[src/rtl/sig_sweep_ctrl.sv]
// Frequency sweep sequencer: steps a phase increment from f_start toward f_stop, holding each tone dwell+1 cycles.
// Outputs are registered and update on the edge after start is sampled. Abort and reset stop the sweep without a done pulse.
module sig_sweep_ctrl #(
  parameter int PHASE_W = 16,
  parameter int DWELL_W = 16
) (
  input  logic               clk,
  input  logic               resetn,
  input  logic               start,
  input  logic               abort,
  input  logic [PHASE_W-1:0] cfg_f_start,
  input  logic [PHASE_W-1:0] cfg_f_stop,
  input  logic [PHASE_W-1:0] cfg_f_step,
  input  logic [DWELL_W-1:0] cfg_dwell,
  input  logic               cfg_repeat,
  output logic [PHASE_W-1:0] phase_inc,
  output logic               tone_en,
  output logic               busy,
  output logic               sweep_done
);

  typedef enum logic {S_IDLE = 1'b0, S_DWELL = 1'b1} state_t;

  state_t             r_state;
  state_t             w_state_nxt;
  logic [PHASE_W-1:0] r_phase;
  logic [PHASE_W-1:0] r_f_start;
  logic [PHASE_W-1:0] r_f_stop;
  logic [PHASE_W-1:0] r_f_step;
  logic [DWELL_W-1:0] r_dwell;
  logic               r_repeat;
  logic [DWELL_W-1:0] r_cnt;
  logic               r_done;

  logic [PHASE_W:0]   w_sum;
  logic               w_adv;
  logic               w_tone_end;
  logic               w_finish;
  logic               w_launch;

  // One extra bit on the sum keeps a step past the top of the range from wrapping back to a low tone.
  assign w_sum      = {1'b0, r_phase} + {1'b0, r_f_step};
  assign w_adv      = (r_f_step != '0) && (w_sum <= {1'b0, r_f_stop});
  assign w_tone_end = (r_state == S_DWELL) && !abort && (r_cnt == '0);
  assign w_finish   = w_tone_end && !w_adv && !r_repeat;
  assign w_launch   = (r_state == S_IDLE) && start && !abort;

  always_ff @(posedge clk) begin
    if (!resetn) begin
      r_state <= S_IDLE;
    end else begin
      r_state <= w_state_nxt;
    end
  end

  always_comb begin
    w_state_nxt = r_state;
    case (r_state)
      S_IDLE:  if (start && !abort) w_state_nxt = S_DWELL;
      S_DWELL: if (abort || w_finish) w_state_nxt = S_IDLE;
      default: w_state_nxt = S_IDLE;
    endcase
  end

  // Tone enable and busy are pure decodes of the state flop, so they toggle on the same edge as sweep_done.
  always_comb begin
    busy       = (r_state == S_DWELL);
    tone_en    = (r_state == S_DWELL);
    phase_inc  = r_phase;
    sweep_done = r_done;
  end

  always_ff @(posedge clk) begin
    if (!resetn) begin
      r_phase   <= '0;
      r_f_start <= '0;
      r_f_stop  <= '0;
      r_f_step  <= '0;
      r_dwell   <= '0;
      r_repeat  <= 1'b0;
      r_cnt     <= '0;
      r_done    <= 1'b0;
    end else begin
      r_done <= w_finish;
      if (w_launch) begin
        r_f_start <= cfg_f_start;
        r_f_stop  <= cfg_f_stop;
        r_f_step  <= cfg_f_step;
        r_dwell   <= cfg_dwell;
        r_repeat  <= cfg_repeat;
        r_phase   <= cfg_f_start;
        r_cnt     <= cfg_dwell;
      end else if (r_state == S_DWELL && !abort) begin
        if (r_cnt != '0) begin
          r_cnt <= r_cnt - DWELL_W'(1);
        end else if (w_adv) begin
          r_phase <= w_sum[PHASE_W-1:0];
          r_cnt   <= r_dwell;
        end else if (r_repeat) begin
          r_phase <= r_f_start;
          r_cnt   <= r_dwell;
        end
      end
    end
  end

endmodule

[config.mk]
export PLATFORM = sky130hd
export DESIGN_NAME = sig_sweep_ctrl
export DESIGN_NICKNAME = d
export VERILOG_FILES = /design/src/rtl/sig_sweep_ctrl.sv
export SDC_FILE = /design/constraint.sdc
export NUM_CORES = 1
export LEC_CHECK = 0
export CORE_ASPECT_RATIO = 0.9
export CORE_MARGIN = 10
export CORE_UTILIZATION = 50
export DETAILED_ROUTE_END_ITERATION = 12
export GPL_TIMING_DRIVEN = 0
export MAX_ROUTING_LAYER = met4
export PLACE_DENSITY = 0.75
export SETUP_SLACK_MARGIN = 0.4
export SLEW_MARGIN = 15
export SYNTH_ARGS = -nofsm -noshare
export SYNTH_HDL_FRONTEND = slang
export SYNTH_SLANG_ARGS = --single-unit
[constraint.sdc]
create_clock -name clk -period 5.9 [get_ports clk]
set_input_delay 0.59 -clock clk [delete_from_list [all_inputs] [get_ports clk]]
set_output_delay 0.59 -clock clk [all_outputs]
set_load 0.05 [all_outputs]
==> impl_results.rst <==
.. list-table::
   :header-rows: 1

   * - Metric
     - Value
   * - Synth warn
     - 0
   * - HPWL after detailed placement
     - 14430 microns
   * - Starting utilization of the core area
     - 51.60%
   * - Number of top-level design ports
     - 88
   * - Die Span X
     - 132.0 microns
   * - Weighted congestion at the end of routability-driven global placement
     - 0.9848
   * - Worst Min Path Start
     - r_dwell[5]
   * - Series of cell instances along the critical path
     - ha_1 -> fa_1 -> a211oi_1 -> o21ai_0 -> a41oi_2 -> o21ai_0 -> o21a_1 -> o21ai_0 -> o31a_1 -> ha_1 -> nand4_1 -> nand3_1 -> nor3_1 -> a41o_1 -> o21ba_2 -> nand2_2 -> or4_1 -> a32o_1
   * - Met3 track utilization from global routing
     - 5.588%
   * - Layout filler cell count
     - 980
   * - Max-slew violation total from the final report
     - 0
   * - Floorplan Core Area
     - 10950 sq um
   * - Worst flop-to-flop path startpoint
     - phase_inc[0]
   * - Drt wl/cell
     - 18.60 microns
   * - Clock period minus final worst setup slack
     - 5.220 ns
   * - Type of the tightest min-delay check
     - flop to flop
   * - Cell at the root of the clock tree
     - clkbuf_16
   * - Top cell by count, worst path
     - o21ai_0
   * - Inserted Clock Buffers
     - 9
   * - Measured slew at the worst slew-check pin
     - 0.7432 ns
   * - Leakage component of the power
     - 2.761 nW
   * - Antenna diode instance count
     - 0
   * - Power Density
     - 345.8 nW/um^2
   * - Global routing's busiest layer
     - met2
   * - Chip height
     - 120.8 microns
   * - CP Max Fanout
     - 9
   * - Register bit total from synthesis
     - 99
   * - Number of synthesized flops with an enable pin
     - 0
   * - Largest stage delay on the critical path
     - 0.57 ns
   * - Post-layout total power
     - 2.417 mW
   * - Count of port buffers added during placement
     - 86
   * - Async set or reset register ratio after synthesis
     - 0%
   * - Pin count of the biggest net entering global routing
     - 15
   * - Data arrival time of the critical path
     - 5.47 ns
   * - Area Overhead vs Synth
     - 23.75%
   * - Die footprint
     - 15950 sq um
   * - Placed cell count
     - 981
   * - Maximum clock frequency
     - 191.6 MHz
   * - H-Tree Level Count
     - 3
   * - CP Data Required Time
     - 6.15 ns
   * - Post CTS Setup Buffer Count
     - 0
   * - Seq/Total Area, Yosys
     - 35.09%
   * - Met2 GRT Util
     - 35.30%
   * - Multi-input logic area
     - 3379 sq um
   * - Global-route congestion overflow total
     - 0
   * - Slowest stage cell, crit path
     - or4_1
   * - Dpl cell area
     - 6699 sq um
   * - TritonCTS clock tree
     - done
   * - Final ANT Viol Nets
     - 0
   * - Netlist area before placement
     - 5648 sq um
   * - Mapped Cells
     - 743
   * - Worst Clk Skew
     - 0.007218 ns
   * - Worst relative slew slack
     - 50.00%
   * - Number of DRC violations after detailed routing
     - 0
   * - Capturing element type of the critical path
     - flop
   * - Endpoints failing setup
     - 0
   * - Average size of a mapped cell
     - 7.602 sq um
   * - Number of nets at the end of the flow
     - 944
   * - Fin cells
     - 996
   * - Synth cell types
     - 58
   * - RSZ-0062 raised after global routing
     - false
   * - Routed wire length
     - 18520 microns
   * - Gr usage total
     - 23.47%
   * - CP startpoint
     - phase_inc[0]
   * - Maximum VDD drop
     - 0.2823 mV
   * - Summed area of non-filler cells in the final layout
     - 6989 sq um
   * - Clock Pin Slew Worst Setup and Hold Paths
     - 0.07 ns
   * - Fraction of final layout cells with drive strength greater than 1
     - 3.791%
   * - Result of the run
     - finished, final reports clean
   * - Setup Slack @ Placement
     - 0.3954 ns
   * - First-pass iteration count of the detailed router
     - 5
   * - Latest clock arrival within the worst-skew pair
     - 0.36 ns
   * - Initial antenna violation count
     - 0
   * - First-pass GRT wire length
     - 29470 microns
   * - Predominant post-synthesis flop cell
     - dfxtp_1
   * - Met1 Resource Use GR
     - 30.69%
   * - Setup TNS Final
     - 0 ns
   * - Type of element launching the critical path
     - flop
   * - Max capacitance violation total
     - 0
   * - WHS
     - 0.4540 ns
   * - Core occupancy in the finished layout
     - 63.85%
   * - Clock buffer depth
     - 2
   * - Number of failing hold endpoints at the final stage
     - 0
   * - Iter 0 DRT Violations
     - 578
   * - Via count of the first global-routing pass
     - 5584
   * - Area taken by flip-flops and latches
     - 1982 sq um
   * - Mean number of vias per cell
     - 5.805
   * - Net count of the mapped netlist
     - 847
   * - Number of clock sinks
     - 99
   * - Number of rows created at floorplan
     - 36
   * - Critical path class
     - flop to flop
   * - Number of vias after detailed routing
     - 5782
   * - Tcrit/Tclk final
     - 88.47%
   * - Final worst slack
     - 0.6804 ns
## logic make-up (layout without fill, tap and decap cells)
| group | Yosys count | after routing | synth area share [%] |
|---|---|---|---|
| AO/OA/AOI/OAI | 201 | 201 | 21.09 |
| multiplexers | 28 | 28 | 4.962 |
| adder cells (fa/ha/maj) | 35 | 35 | 7.887 |
| AND/OR/NAND/NOR | 292 | 292 | 22.88 |
| XOR/XNOR | 18 | 18 | 2.791 |
| buffers and inverters | 70 | 171 | 5.295 |
| flip-flops | 99 | 99 | 35.09 |
## cells in the mapped netlist, drive strengths merged (2+ instances only)
master  number  area share [%]
nor3         3            0.27
nand3b       2            0.27
a21oi       91             8.1
o21ai       49             4.3
o211ai      17             2.3
nor4        13             1.6
and2        10             1.1
nor2        33             2.3
nand3       16             1.4
a211oi       5            0.66
a31oi        2            0.22
xnor2       12             1.9
nor2b        3            0.33
a22o         4            0.62
ha          34             7.5
o21a         2            0.27
nand2b       3            0.33
and3         2            0.22
a311oi       2            0.31
o31ai        5            0.66
inv         26             1.7
mux2i       28             5.0
xor2         6            0.93
or4          6            0.93
a21o         6            0.80
o31a         3            0.47
nand2      186              12
a41oi        2            0.31
o21bai       3            0.40
clkbuf      32             2.1
dfxtp       99              35
buf         12             1.4
nand4        6            0.66
or3          5            0.55
## path summary, 6_finish.rpt
check	end	slack [ns]	cells past startpoint
setup / recovery	phase_inc[11]	0.68	18
hold / removal	r_dwell[5]	0.45	2
setup reg to reg	phase_inc[11]	0.68	18
hold reg to reg	r_dwell[5]	0.45	2
## layout by cell type (no fill, tap or decap), types with 4 or more instances in the layout
cell type        count
a211oi_1             5
a21o_1               6
a21oi_1             90
a22o_1               4
and2_1              10
buf_1                5
buf_6                4
clkbuf_1            33
clkbuf_16            9
clkdlybuf4s50_1     86
dfxtp_1             99
ha_1                34
inv_1               25
mux2i_1             28
nand2_1            184
nand3_1             16
nand4_1              6
nor2_1              32
nor4_1              12
o211ai_1            17
o21ai_0             47
o31ai_1              5
or3_1                5
or4_1                4
xnor2_1             12
xor2_1               6
## final cells by class
class                   instances  area share, %
flip-flops and latches         99          28.36
inverters                      26          1.396
clock buffers                  14          3.777
multi-input cells             574          48.35
well taps                     152          2.721
plain buffers                  44          2.954
repair buffers                 86          12.32
clock inverters                 1         0.1253
## layer usage
metal | up-vias | wire [microns]
met5 | - | 0
met1 | 2693 | 8622
met2 | 259 | 8014
li1 | 2797 | -
met4 | 0 | 354
met3 | 33 | 1532
## flip-flops by register name, indices dropped and copies added (netlist names)
name	cells
r_dwell	16
busy	1
r_f_start	16
r_cnt	16
sweep_done	1
r_f_step	16
phase_inc	16
r_f_stop	16
r_repeat	1
## power by group
part | internal (mW) | total [mW] | switching (mW)
Combinational | 0.431 | 1.06 | 0.632
Clock | 0.308 | 0.564 | 0.255
Sequential | 0.729 | 0.790 | 0.0610
Total | 1.47 | 2.42 | 0.948
## timing repair
item | in CTS | in global routing
resized for setup | 1 | 6
cloned | 0 | 0
hold buffers | 0 | 0
setup endpoints to repair | 7 | 24
## worst max-delay path: cells and delay by family (launching register included)
family / cells / cell delay [ns]
simple gates: 5 / 1.25
flops: 1 / 0.38
fa+ha+maj: 3 / 0.98
compound gates: 10 / 2.51
(Power assumes the default switching activity.)
